`config.mk`:
```
export PLATFORM = sky130hd
export DESIGN_NAME = jpeg_stream_sequencer
export DESIGN_NICKNAME = d
export VERILOG_FILES = /design/src/rtl/jpeg_stream_sequencer.sv
export SDC_FILE = /design/constraint.sdc
export NUM_CORES = 1
export LEC_CHECK = 0
export CAP_MARGIN = 20
export CELL_PAD_IN_SITES_DETAIL_PLACEMENT = 1
export CELL_PAD_IN_SITES_GLOBAL_PLACEMENT = 2
export CORE_AREA = 4 4 121 134
export DETAILED_ROUTE_END_ITERATION = 12
export DIE_AREA = 0 0 125 138
export PLACE_DENSITY_LB_ADDON = 0.1
export SLEW_MARGIN = 20
export SYNTH_ARGS = -nofsm -noshare
export SYNTH_HDL_FRONTEND = slang
export SYNTH_SLANG_ARGS = --single-unit
```
`constraint.sdc`:
```
create_clock -name clk -period 2.25 [get_ports clk]
set_input_delay 0.45 -clock clk [delete_from_list [all_inputs] [get_ports clk]]
set_output_delay 0.45 -clock clk [all_outputs]
set_load 0.1 [all_outputs]
```
`src/rtl/jpeg_stream_sequencer.sv`:
```
// Frame-level sequencer for the JPEG byte stream: header words from the LUT ROM,
// then entropy words from the bit packer, then the EOI marker, onto one output register.
module jpeg_stream_sequencer #(
    parameter int HDR_BYTES = 623,
    parameter int HDR_AW    = 8,
    parameter int CNT_W     = 20
) (
    input  logic              clk,
    input  logic              resetn,
    input  logic              start,
    output logic              busy,
    output logic              done,
    output logic [CNT_W-1:0]  byte_count,
    output logic [HDR_AW-1:0] hdr_addr,
    input  logic [31:0]       hdr_data,
    input  logic [31:0]       in_data,
    input  logic [2:0]        in_nbytes,
    input  logic              in_tlast,
    input  logic              in_valid,
    output logic              in_hold,
    output logic [31:0]       out_data,
    output logic [2:0]        out_nbytes,
    output logic              out_tlast,
    output logic              out_valid,
    input  logic              out_hold
);

    localparam int                HDR_WORDS = (HDR_BYTES + 3) / 4;
    localparam logic [HDR_AW-1:0] LAST_IDX  = HDR_AW'(HDR_WORDS - 1);
    localparam logic [HDR_AW-1:0] IDX_ONE   = HDR_AW'(1);
    localparam logic [2:0]        LAST_NB   = 3'(HDR_BYTES - 4 * (HDR_WORDS - 1));
    localparam logic [31:0]       EOI_WORD  = 32'hFFD9_0000;

    typedef enum logic [2:0] {
        S_IDLE   = 3'd0,
        S_HEADER = 3'd1,
        S_DATA   = 3'd2,
        S_EOI    = 3'd3,
        S_DRAIN  = 3'd4
    } state_t;

    state_t            state_q, state_d;
    logic [HDR_AW-1:0] word_idx_q, word_idx_d;
    logic [31:0]       out_data_q, out_data_d;
    logic [2:0]        out_nbytes_q, out_nbytes_d;
    logic              out_tlast_q, out_tlast_d;
    logic              out_valid_q, out_valid_d;
    logic              busy_q, busy_d;
    logic              done_q, done_d;
    logic [CNT_W-1:0]  cnt_q, cnt_d;
    logic              in_hold_s;
    logic              ld_s;
    logic              xfer_s;
    logic [CNT_W:0]    cnt_sum_s;

    assign ld_s      = ~out_valid_q | ~out_hold;
    assign xfer_s    = out_valid_q & ~out_hold;
    assign cnt_sum_s = {1'b0, cnt_q} + {{(CNT_W - 2){1'b0}}, out_nbytes_q};

    // Next-state and output-register load decisions for the frame sequence.
    always_comb begin
        state_d      = state_q;
        word_idx_d   = word_idx_q;
        out_data_d   = out_data_q;
        out_nbytes_d = out_nbytes_q;
        out_tlast_d  = out_tlast_q;
        out_valid_d  = out_valid_q;
        busy_d       = busy_q;
        done_d       = 1'b0;
        cnt_d        = cnt_q;
        in_hold_s    = 1'b1;

        if (xfer_s) begin
            cnt_d = cnt_sum_s[CNT_W] ? {CNT_W{1'b1}} : cnt_sum_s[CNT_W-1:0];
        end else begin
            cnt_d = cnt_q;
        end

        // An open register slot empties unless a state below refills it.
        if (ld_s) begin
            out_valid_d = 1'b0;
        end else begin
            out_valid_d = out_valid_q;
        end

        case (state_q)
            S_IDLE: begin
                if (start) begin
                    state_d    = S_HEADER;
                    word_idx_d = {HDR_AW{1'b0}};
                    cnt_d      = {CNT_W{1'b0}};
                    busy_d     = 1'b1;
                end else begin
                    state_d = S_IDLE;
                end
            end
            S_HEADER: begin
                if (ld_s) begin
                    out_data_d   = hdr_data;
                    out_nbytes_d = (word_idx_q == LAST_IDX) ? LAST_NB : 3'd4;
                    out_tlast_d  = 1'b0;
                    out_valid_d  = 1'b1;
                    if (word_idx_q == LAST_IDX) begin
                        word_idx_d = {HDR_AW{1'b0}};
                        state_d    = S_DATA;
                    end else begin
                        word_idx_d = word_idx_q + IDX_ONE;
                    end
                end else begin
                    word_idx_d = word_idx_q;
                end
            end
            S_DATA: begin
                in_hold_s = ~ld_s;
                if (ld_s && in_valid) begin
                    out_data_d   = in_data;
                    out_nbytes_d = in_nbytes;
                    out_tlast_d  = 1'b0;
                    // Empty words are swallowed so only real bytes reach the writer.
                    out_valid_d  = (in_nbytes != 3'd0);
                    if (in_tlast) begin
                        state_d = S_EOI;
                    end else begin
                        state_d = S_DATA;
                    end
                end else begin
                    state_d = S_DATA;
                end
            end
            S_EOI: begin
                if (ld_s) begin
                    out_data_d   = EOI_WORD;
                    out_nbytes_d = 3'd2;
                    out_tlast_d  = 1'b1;
                    out_valid_d  = 1'b1;
                    state_d      = S_DRAIN;
                end else begin
                    state_d = S_EOI;
                end
            end
            S_DRAIN: begin
                if (xfer_s) begin
                    done_d      = 1'b1;
                    busy_d      = 1'b0;
                    out_tlast_d = 1'b0;
                    state_d     = S_IDLE;
                end else begin
                    state_d = S_DRAIN;
                end
            end
            default: begin
                state_d = S_IDLE;
            end
        endcase
    end

    // State and registered outputs, synchronous active-low reset.
    always_ff @(posedge clk) begin
        if (!resetn) begin
            state_q      <= S_IDLE;
            word_idx_q   <= {HDR_AW{1'b0}};
            out_data_q   <= 32'h0000_0000;
            out_nbytes_q <= 3'd0;
            out_tlast_q  <= 1'b0;
            out_valid_q  <= 1'b0;
            busy_q       <= 1'b0;
            done_q       <= 1'b0;
            cnt_q        <= {CNT_W{1'b0}};
        end else begin
            state_q      <= state_d;
            word_idx_q   <= word_idx_d;
            out_data_q   <= out_data_d;
            out_nbytes_q <= out_nbytes_d;
            out_tlast_q  <= out_tlast_d;
            out_valid_q  <= out_valid_d;
            busy_q       <= busy_d;
            done_q       <= done_d;
            cnt_q        <= cnt_d;
        end
    end

    assign busy       = busy_q;
    assign done       = done_q;
    assign byte_count = cnt_q;
    assign hdr_addr   = word_idx_q;
    assign in_hold    = in_hold_s;
    assign out_data   = out_data_q;
    assign out_nbytes = out_nbytes_q;
    assign out_tlast  = out_tlast_q;
    assign out_valid  = out_valid_q;

endmodule

```
## After elaboration in Yosys (flattened, before gate mapping)

Cells that the tools add are included.

- Register bits: 70
- Input bits: 73
- Output and inout bits: 68
- Logic and storage cells: 79

- $add $sub $neg: 2
- Equal/unequal tests: 11
- Muxes and demuxes: 38
- Bitwise gates (word level): 5
- Reductions and logical operators: 14

Operators with widths:

| kind | number |
|---|---|
| 32-bit 2-to-1 mux | 3 |
| 32-bit one-hot mux with 3 select lines | 1 |
| 20-bit 2-to-1 mux | 4 |
| 3-bit 2-to-1 mux | 9 |
| 8-bit 2-to-1 mux | 3 |
| 20-bit by 3-bit adder with 21-bit output | 1 |
| 8-bit one-hot mux with 2 select lines | 1 |
| 3-bit one-hot mux with 5 select lines | 1 |
| 1-bit 2-to-1 mux | 12 |
| 2-bit inequality test, second input constant | 6 |
| 3-bit one-hot mux with 3 select lines | 1 |
| 8-bit by 1-bit adder with 8-bit output, second input constant | 1 |
| 8-bit equality test, second input constant | 1 |
| 3-bit by 2-bit equality test with 1-bit output, second input constant | 2 |
| 3-bit AND reduction | 2 |
| 3-bit nonzero test | 2 |
| 5-bit AND reduction | 1 |
| 1-bit one-hot mux with 2 select lines | 2 |
| 1-bit one-hot mux with 4 select lines | 1 |
| 2-bit AND reduction | 2 |
| 4-bit AND reduction | 1 |
| 2-bit nonzero test | 2 |
| 4-bit nonzero test | 1 |
| 3-bit by 1-bit equality test with 1-bit output, second input constant | 1 |
| other kinds (7) | 9 |

## Longest topological paths before layout

Gate-level depths: netlist of run 1.

- Depth after elaboration: 5
- Gate-level depth with buffers: 8
- Mapped depth without buffers: 7

## Least setup slack after synthesis of run 1

Ideal clock, no wire load.

- Path kind: reg2reg
- Start point: register out_nbytes_q[0], in the netlist out_nbytes[0]
- End point: register cnt_q[18], in the netlist byte_count[18]
- Setup time: 125 ps
- Arrival time: 2521 ps
- Data required time: 2125 ps
- Setup slack: -396 ps
- Stages on the path, launching flop included: 8
- Path buffers: 0
- Clock period less this slack: 2646 ps
- Path through: dfxtp_1 ha_1 fa_1 a21oi_1 or3_4 nor4_4 and4bb_1 nor3_1

- Word-level cells in the longest chain between the ends: 5

RTL lines:

| what | RTL line | source |
|---|---|---|
| from (decl) | 45 | `logic [2:0] out_nbytes_q, out_nbytes_d;` |
| from (signal assigned) | 173 | `out_nbytes_q <= out_nbytes_d;` |
| 20-bit by 3-bit adder with 21-bit output (*) | 58 | `assign cnt_sum_s = {1'b0, cnt_q} + {{(CNT_W - 2){1'b0}}, out_nbytes_q};` |
| 20-bit 2-to-1 mux (*) | 74 | `cnt_d = cnt_sum_s[CNT_W] ? {CNT_W{1'b1}} : cnt_sum_s[CNT_W-1:0];` |
| 20-bit 2-to-1 mux (*) | 73 | `if (xfer_s) begin` |
| 20-bit 2-to-1 mux | 88 | `if (start) begin` |
| 20-bit 2-to-1 mux (*) | 86 | `case (state_q)` |
| to (signal assigned) | 168 | `cnt_q <= {CNT_W{1'b0}};` |
| to (signal assigned) | 178 | `cnt_q <= cnt_d;` |
| to (decl) | 50 | `logic [CNT_W-1:0] cnt_q, cnt_d;` |

Every way passes the cells marked *; elsewhere a longest branch is shown, timed or not.
A chain may end at the register's enable or synchronous reset.

## Worst setup path in the final report of run 1

- Start point: register state_q[1]
- End point: output in_hold

- Word-level cells in the longest chain between the ends: 2

RTL lines:

| what | RTL line | source |
|---|---|---|
| from (decl) | 42 | `state_t state_q, state_d;` |
| from (signal assigned) | 170 | `state_q <= state_d;` |
| 3-bit by 2-bit equality test with 1-bit output | 86 |  |
| 1-bit 2-to-1 mux | 86 |  |
| to (decl) | 20 | `output logic in_hold,` |

Every way passes these cells.

==> results of run 1 <==
## worst min-delay path by stage
stage	from	endpoint	slack [ns]	depth (start not counted)
floorplan	resetn	out_nbytes[2]	0.58	2
global placement	out_data[16]	out_data[16]	0.47	2
detailed placement	out_data[25]	out_data[25]	0.48	2
CTS	busy	busy	0.50	2
global route	busy	busy	0.52	2
finish	busy	busy	0.49	2
## flip-flops by register name (all words and copies together), names as in the netlist
signal and count:
out_nbytes 3, byte_count 20, busy 1, state_q 3, out_valid 1, done 1
out_data 32, out_tlast 1, hdr_addr 8
## final cells by class
type	instances	area [sq um]
multi-input combinational	311	1980
clock inverter	6	109
fill	1791	9470
timing repair buffer	164	1450
sequential	70	1440
inverter	3	11.3
tap	196	245
clock buffer	10	239
## power by group through the flow
stage                     Sequential, W  Combinational, W  Clock [W]
after floorplan                 0.00175          0.000182          0
after global placement          0.00137          0.000866          0
after detailed placement        0.00137          0.000871          0
after CTS                       0.00134          0.000872    0.00174
after global routing            0.00135          0.000910    0.00178
final                           0.00134          0.000862    0.00167
## cells in the final DEF, fill, tap and decap left out, types with 4 or more instances in the layout
master	n
ha_1	4
xor2_1	11
dfxtp_1	47
clkbuf_16	9
clkdlybuf4s50_1	72
o211a_1	20
nand4_1	11
nor3_1	37
xnor2_1	9
a21oi_1	34
a31oi_1	4
buf_4	89
nor2_1	49
nand2_1	35
nand3_1	30
dfxtp_2	21
nand3b_1	20
## per-layer routing
metal | vias to the layer above | wire (um) | global-route usage
li1 | 1786 | - | -
met1 | 1718 | 5420 | 0.177
met2 | 90 | 6100 | 0.247
met3 | 16 | 782 | 0.0463
met4 | 0 | 251 | 0.0548
met5 | - | 0 | 0
## metrics by stage
stage,power [W],setup WS [ns],TNS [ns]
CTS,0.00395,0.191,0
global route,0.00404,0.109,0
floorplan,0.00193,-0.0292,-0.0292
finish,0.00387,0.223,0
global placement,0.00223,0.00394,0
detailed placement,0.00224,0.0125,0
## critical path, cell delays in order, from the launching register on
cell and delay [ns]:
dfxtp_1 0.59, nand2b_1 0.19, nor2_1 0.18, nand2_2 0.10, buf_12 0.18
## cell families after synthesis
family	synth area share
flip-flops	0.401
adder cells (fa/ha/maj)	0.0200
multiplexers	0.00286
XOR/XNOR	0.0501
buffers and inverters	0.0376
AND/OR/NAND/NOR	0.325
AO/OA/AOI/OAI	0.163
==> reports/qor.csv, run 1 <==
metric,value,unit
status,completed,
routedWlPerCell,16.5,um
drv_slew,0,
power.switching,0.00119,W
r2r-end,byte_count[13],
place.detailed.hpwl,9330,um
final_core_util,0.366,
syn-cell-area,3500,sq um
route.vias.total,3610,
grt_use_total,0.147,
grt_max_degree,37,
cts.clk_slew.worst_paths,0.06,ns
crit_path_start_kind,flop,
rrSetupSlack,0.25,ns
finalHoldViolCount,0,
core_area,14900,sq um
design_area,5460,sq um
fmax,493,MHz
cap_viol_max_count,0,
antenna_found_initial,0,
syn_area_per_cell,8.45,sq um
gp_congestion,0.738,
diodes,0,
synth_top_cells_by_area,"dfxtp_1 40%, o211a_1 5.7%, nor3_1 5.4%",
synthFlopType,dfxtp_1,
cts_tree,yes,
insertion_delay,0.34,ns
drt_first_pass_iters,4,
fp-row-count,47,
rr_worst_depth,8,
htreeDepth,3,
pwr-share-clk,0.432,
rsz0062_at_grt,false,
drt_iter0_drc,126,
placedCellCount,744,
crit_type,flop to primary output,
seqPwrFrac,0.346,
crit_path_max_fanout,11,
remaining_drc_errors,0,
post_cts_buffers,0,
clockRootBuffer,clkbuf_16,
place_area,5120,sq um
area_delta_synth_final,56.2,%
ys_warn_count,0,
hold_class,flop to flop,
start_util,0.234,
cts_sinks,70,
synth_cell_types,48,
ys_seq_area_frac,0.401,
syn-num-nets,492,
io-pin-count,141,
setup_viol_count_final,0,
reg2reg_from,byte_count[0],
tightest_slew,0.532,ns
die_area,17300,sq um
ctsResizeCount,0,
period_share,0.901,
die_y,138,um
powerDensity,709,nW/um^2
die_w,125,um
clockBufferDepth,2,
holdWs,0.485,ns
syn_inst,414,
grt-ovfl-total,0,
synth_common_cells,"70 x dfxtp_1, 49 x nor2_1, 38 x nor3_1",
drive_gt1_frac,0.264,
critPathLaunch,state_q[1],
async_flop_share,0,
viasPerCell,4.75,
synth_top_area_frac,0.401,
grt_pass1_vias,3926,
peakVddDrop,0.309,mV
grt_pass1_wl,20800,um
layout_min_cycle_time,2.03,ns
p_int,0.00269,W
yosys.area.top_type,dfxtp_1,
synth-edff-count,0,
max_slew_margin,0.642,
end_kind,primary output,
p_sw_frac,0.307,
skew,0.00920,ns
cts.hold.buffers_added,0,
critical_path_arrival,1.58,ns
instances_no_fill,760,
finalWirelength,12600,um
p_comb_frac,0.222,
synth_most_common_cell,dfxtp_1,
ys_seq_elements,70,
ant_nets,0,
port_buffers,140,
crit_path_end,in_hold,
required,1.80,ns
nNetsFinal,637,
leakage,2.37,nW
numCtsBuffers,9,
Power figures use the tool's default switching activity.
==> inputs of run 2 (changes only) <==
CORE_AREA = 2 2 119 132   (was 4 4 121 134)
DIE_AREA = 0 0 121 134   (was 0 0 125 138)
SKIP_CTS_REPAIR_TIMING = 1   (was unset)
==> run 2 against run 1 <==
Against the previous run:
- combinational power barely moved
- core utilization fell by 0.091 points
- power fell by 1.6%
- worst hold slack barely moved
- global-route usage rose by 0.39 points
- worst setup slack improved by 0.024 ns
==> reports/qor.csv, run 2 (synthesis results as in run 1) <==
metric,value,unit,change
numCtsBuffers,9,,unchanged
ant_nets,0,,unchanged
diodes,0,,unchanged
critical_path_arrival,1.55,ns,was 1.58 ns
routedWlPerCell,16.1,um,was 16.5 um
layout_min_cycle_time,2.00,ns,was 2.03 ns
period_share,0.890,,was 0.901
crit_type,flop to primary output,,unchanged
skew,0.00738,ns,was 0.00920 ns
status,completed,,unchanged
finalWirelength,12200,um,was 12600 um
required,1.80,ns,about the same
final_core_util,0.365,,was 0.366
mostFrequentLayoutCells,"86 x buf_4, 72 x clkdlybuf4s50_1, 49 x nor2_1, 47 x dfxtp_1, 37 x nor3_1",,"was 89 x buf_4, 72 x clkdlybuf4s50_1, 49 x nor2_1, 47 x dfxtp_1, 37 x nor3_1"
clockBufferDepth,2,,unchanged
dp_worst_setup_slack,-0.0219,ns,was 0.0125 ns
drive_gt1_frac,0.262,,was 0.264
cts_tree,yes,,unchanged
multi_input_area,1980,sq um,about the same
grt_pass1_wl,19200,um,was 20800 um
max_slew_margin,0.469,,was 0.642
remaining_drc_errors,0,,unchanged
route.met2.wl,5800,um,was 6100 um
start_util,0.235,,was 0.234
fp-row-count,47,,unchanged
rrSetupSlack,0.25,ns,about the same
area_delta_synth_final,55.2,%,was 56.2%
rr_worst_depth,7,,was 8
r2r-end,byte_count[18],,was byte_count[13]
leakage,2.35,nW,was 2.37 nW
setup_ws,0.246,ns,was 0.223 ns
holdWs,0.486,ns,was 0.485 ns
route.vias.total,3580,,was 3610
gp_congestion,0.773,,was 0.738
num-fill-cells,1800,,was 1791
core_area,14900,sq um,about the same
total_power,0.00381,W,was 0.00387 W
cts_sinks,70,,unchanged
largest_reg_flops,32,,unchanged
viasPerCell,4.73,,was 4.75
drt_iter0_drc,120,,was 126
clockRootBuffer,clkbuf_16,,unchanged
route.met3.wl,836,um,was 782 um
met1Wirelength,5330,um,was 5420 um
grt_max_degree,42,,was 37
io-pin-count,141,,unchanged
htreeDepth,3,,unchanged
die_area,16200,sq um,was 17300 sq um
die_y,134,um,was 138 um
drt_first_pass_iters,4,,unchanged
grt_pass1_vias,3655,,was 3926
tightest_slew,0.796,ns,was 0.532 ns
antenna_found_initial,0,,unchanged
cts.clk_slew.worst_paths,0.06,ns,about the same
hold_class,flop to flop,,unchanged
grt-ovfl-total,0,,unchanged
crit_path_max_fanout,11,,unchanged
fmax,499,MHz,was 493 MHz
die_w,121,um,was 125 um
cap_viol_max_count,0,,unchanged
peakVddDrop,0.332,mV,was 0.309 mV
reg2reg_from,out_nbytes[0],,was byte_count[0]
hold_depth,2,,unchanged
register_area,1440,sq um,unchanged
finalHoldViolCount,0,,unchanged
drv_slew,0,,unchanged
insertion_delay,0.34,ns,about the same
end_kind,primary output,,unchanged
port_buffers,140,,unchanged
route.top_layer_used,met4,,unchanged
final_common_cell,buf_4,,unchanged
powerDensity,702,nW/um^2,was 709 nW/um^2
holdPathEnd,busy,,unchanged
nNetsFinal,634,,was 637
grt_use_total,0.151,,was 0.147
crit_path_start_kind,flop,,unchanged
rsz0062_at_grt,false,,unchanged
hp-start,busy,,unchanged
place.detailed.hpwl,8750,um,was 9330 um
setup_viol_count_final,0,,unchanged
[run 2: worst max-delay path by stage]
stage,from,cells past startpoint,endpoint,slack [ns]
floorplan,out_valid,5,byte_count[18],-0.03
global placement,out_hold,6,byte_count[18],0.01
detailed placement,out_hold,6,byte_count[18],-0.02
CTS,out_nbytes[0],7,byte_count[11],0.09
global route,out_nbytes[0],7,byte_count[18],0.12
finish,state_q[1],4,in_hold,0.25
[run 2: per-layer routing]
| layer | global-route usage | vias up |
|---|---|---|
| li1 | - | 1766 |
| met1 | 0.187 | 1713 |
| met2 | 0.244 | 92 |
| met3 | 0.0451 | 9 |
| met4 | 0.0640 | 0 |
| met5 | 0 | - |
[run 2: where the power goes]
part           switching (W)  internal [W]
Sequential         0.0000389       0.00130
Combinational       0.000587      0.000276
Clock               0.000581       0.00103
Total                0.00121       0.00261
[run 2: layout make-up]
class / count / area share
tap: 196 / 0.0452
clock inverter: 5 / 0.0147
sequential: 70 / 0.264
clock buffer: 11 / 0.0466
timing repair buffer: 161 / 0.263
inverter: 3 / 0.00207
multi-input combinational: 311 / 0.364
[run 2: worst max-delay path, stage by stage (launching register included)]
cell      delay, ns
dfxtp_1        0.60
nand2b_1       0.17
nor2_1         0.18
nand2_2        0.10
buf_12         0.17
[run 2: per-stage QoR]
step,cells,TNS [ns],instance area [sq um]
floorplan,414,-0.0292,3530
global route,757,0,5430
CTS,757,0,5430
finish,757,0,5430
detailed placement,741,-0.0268,5090
global placement,741,0,5090
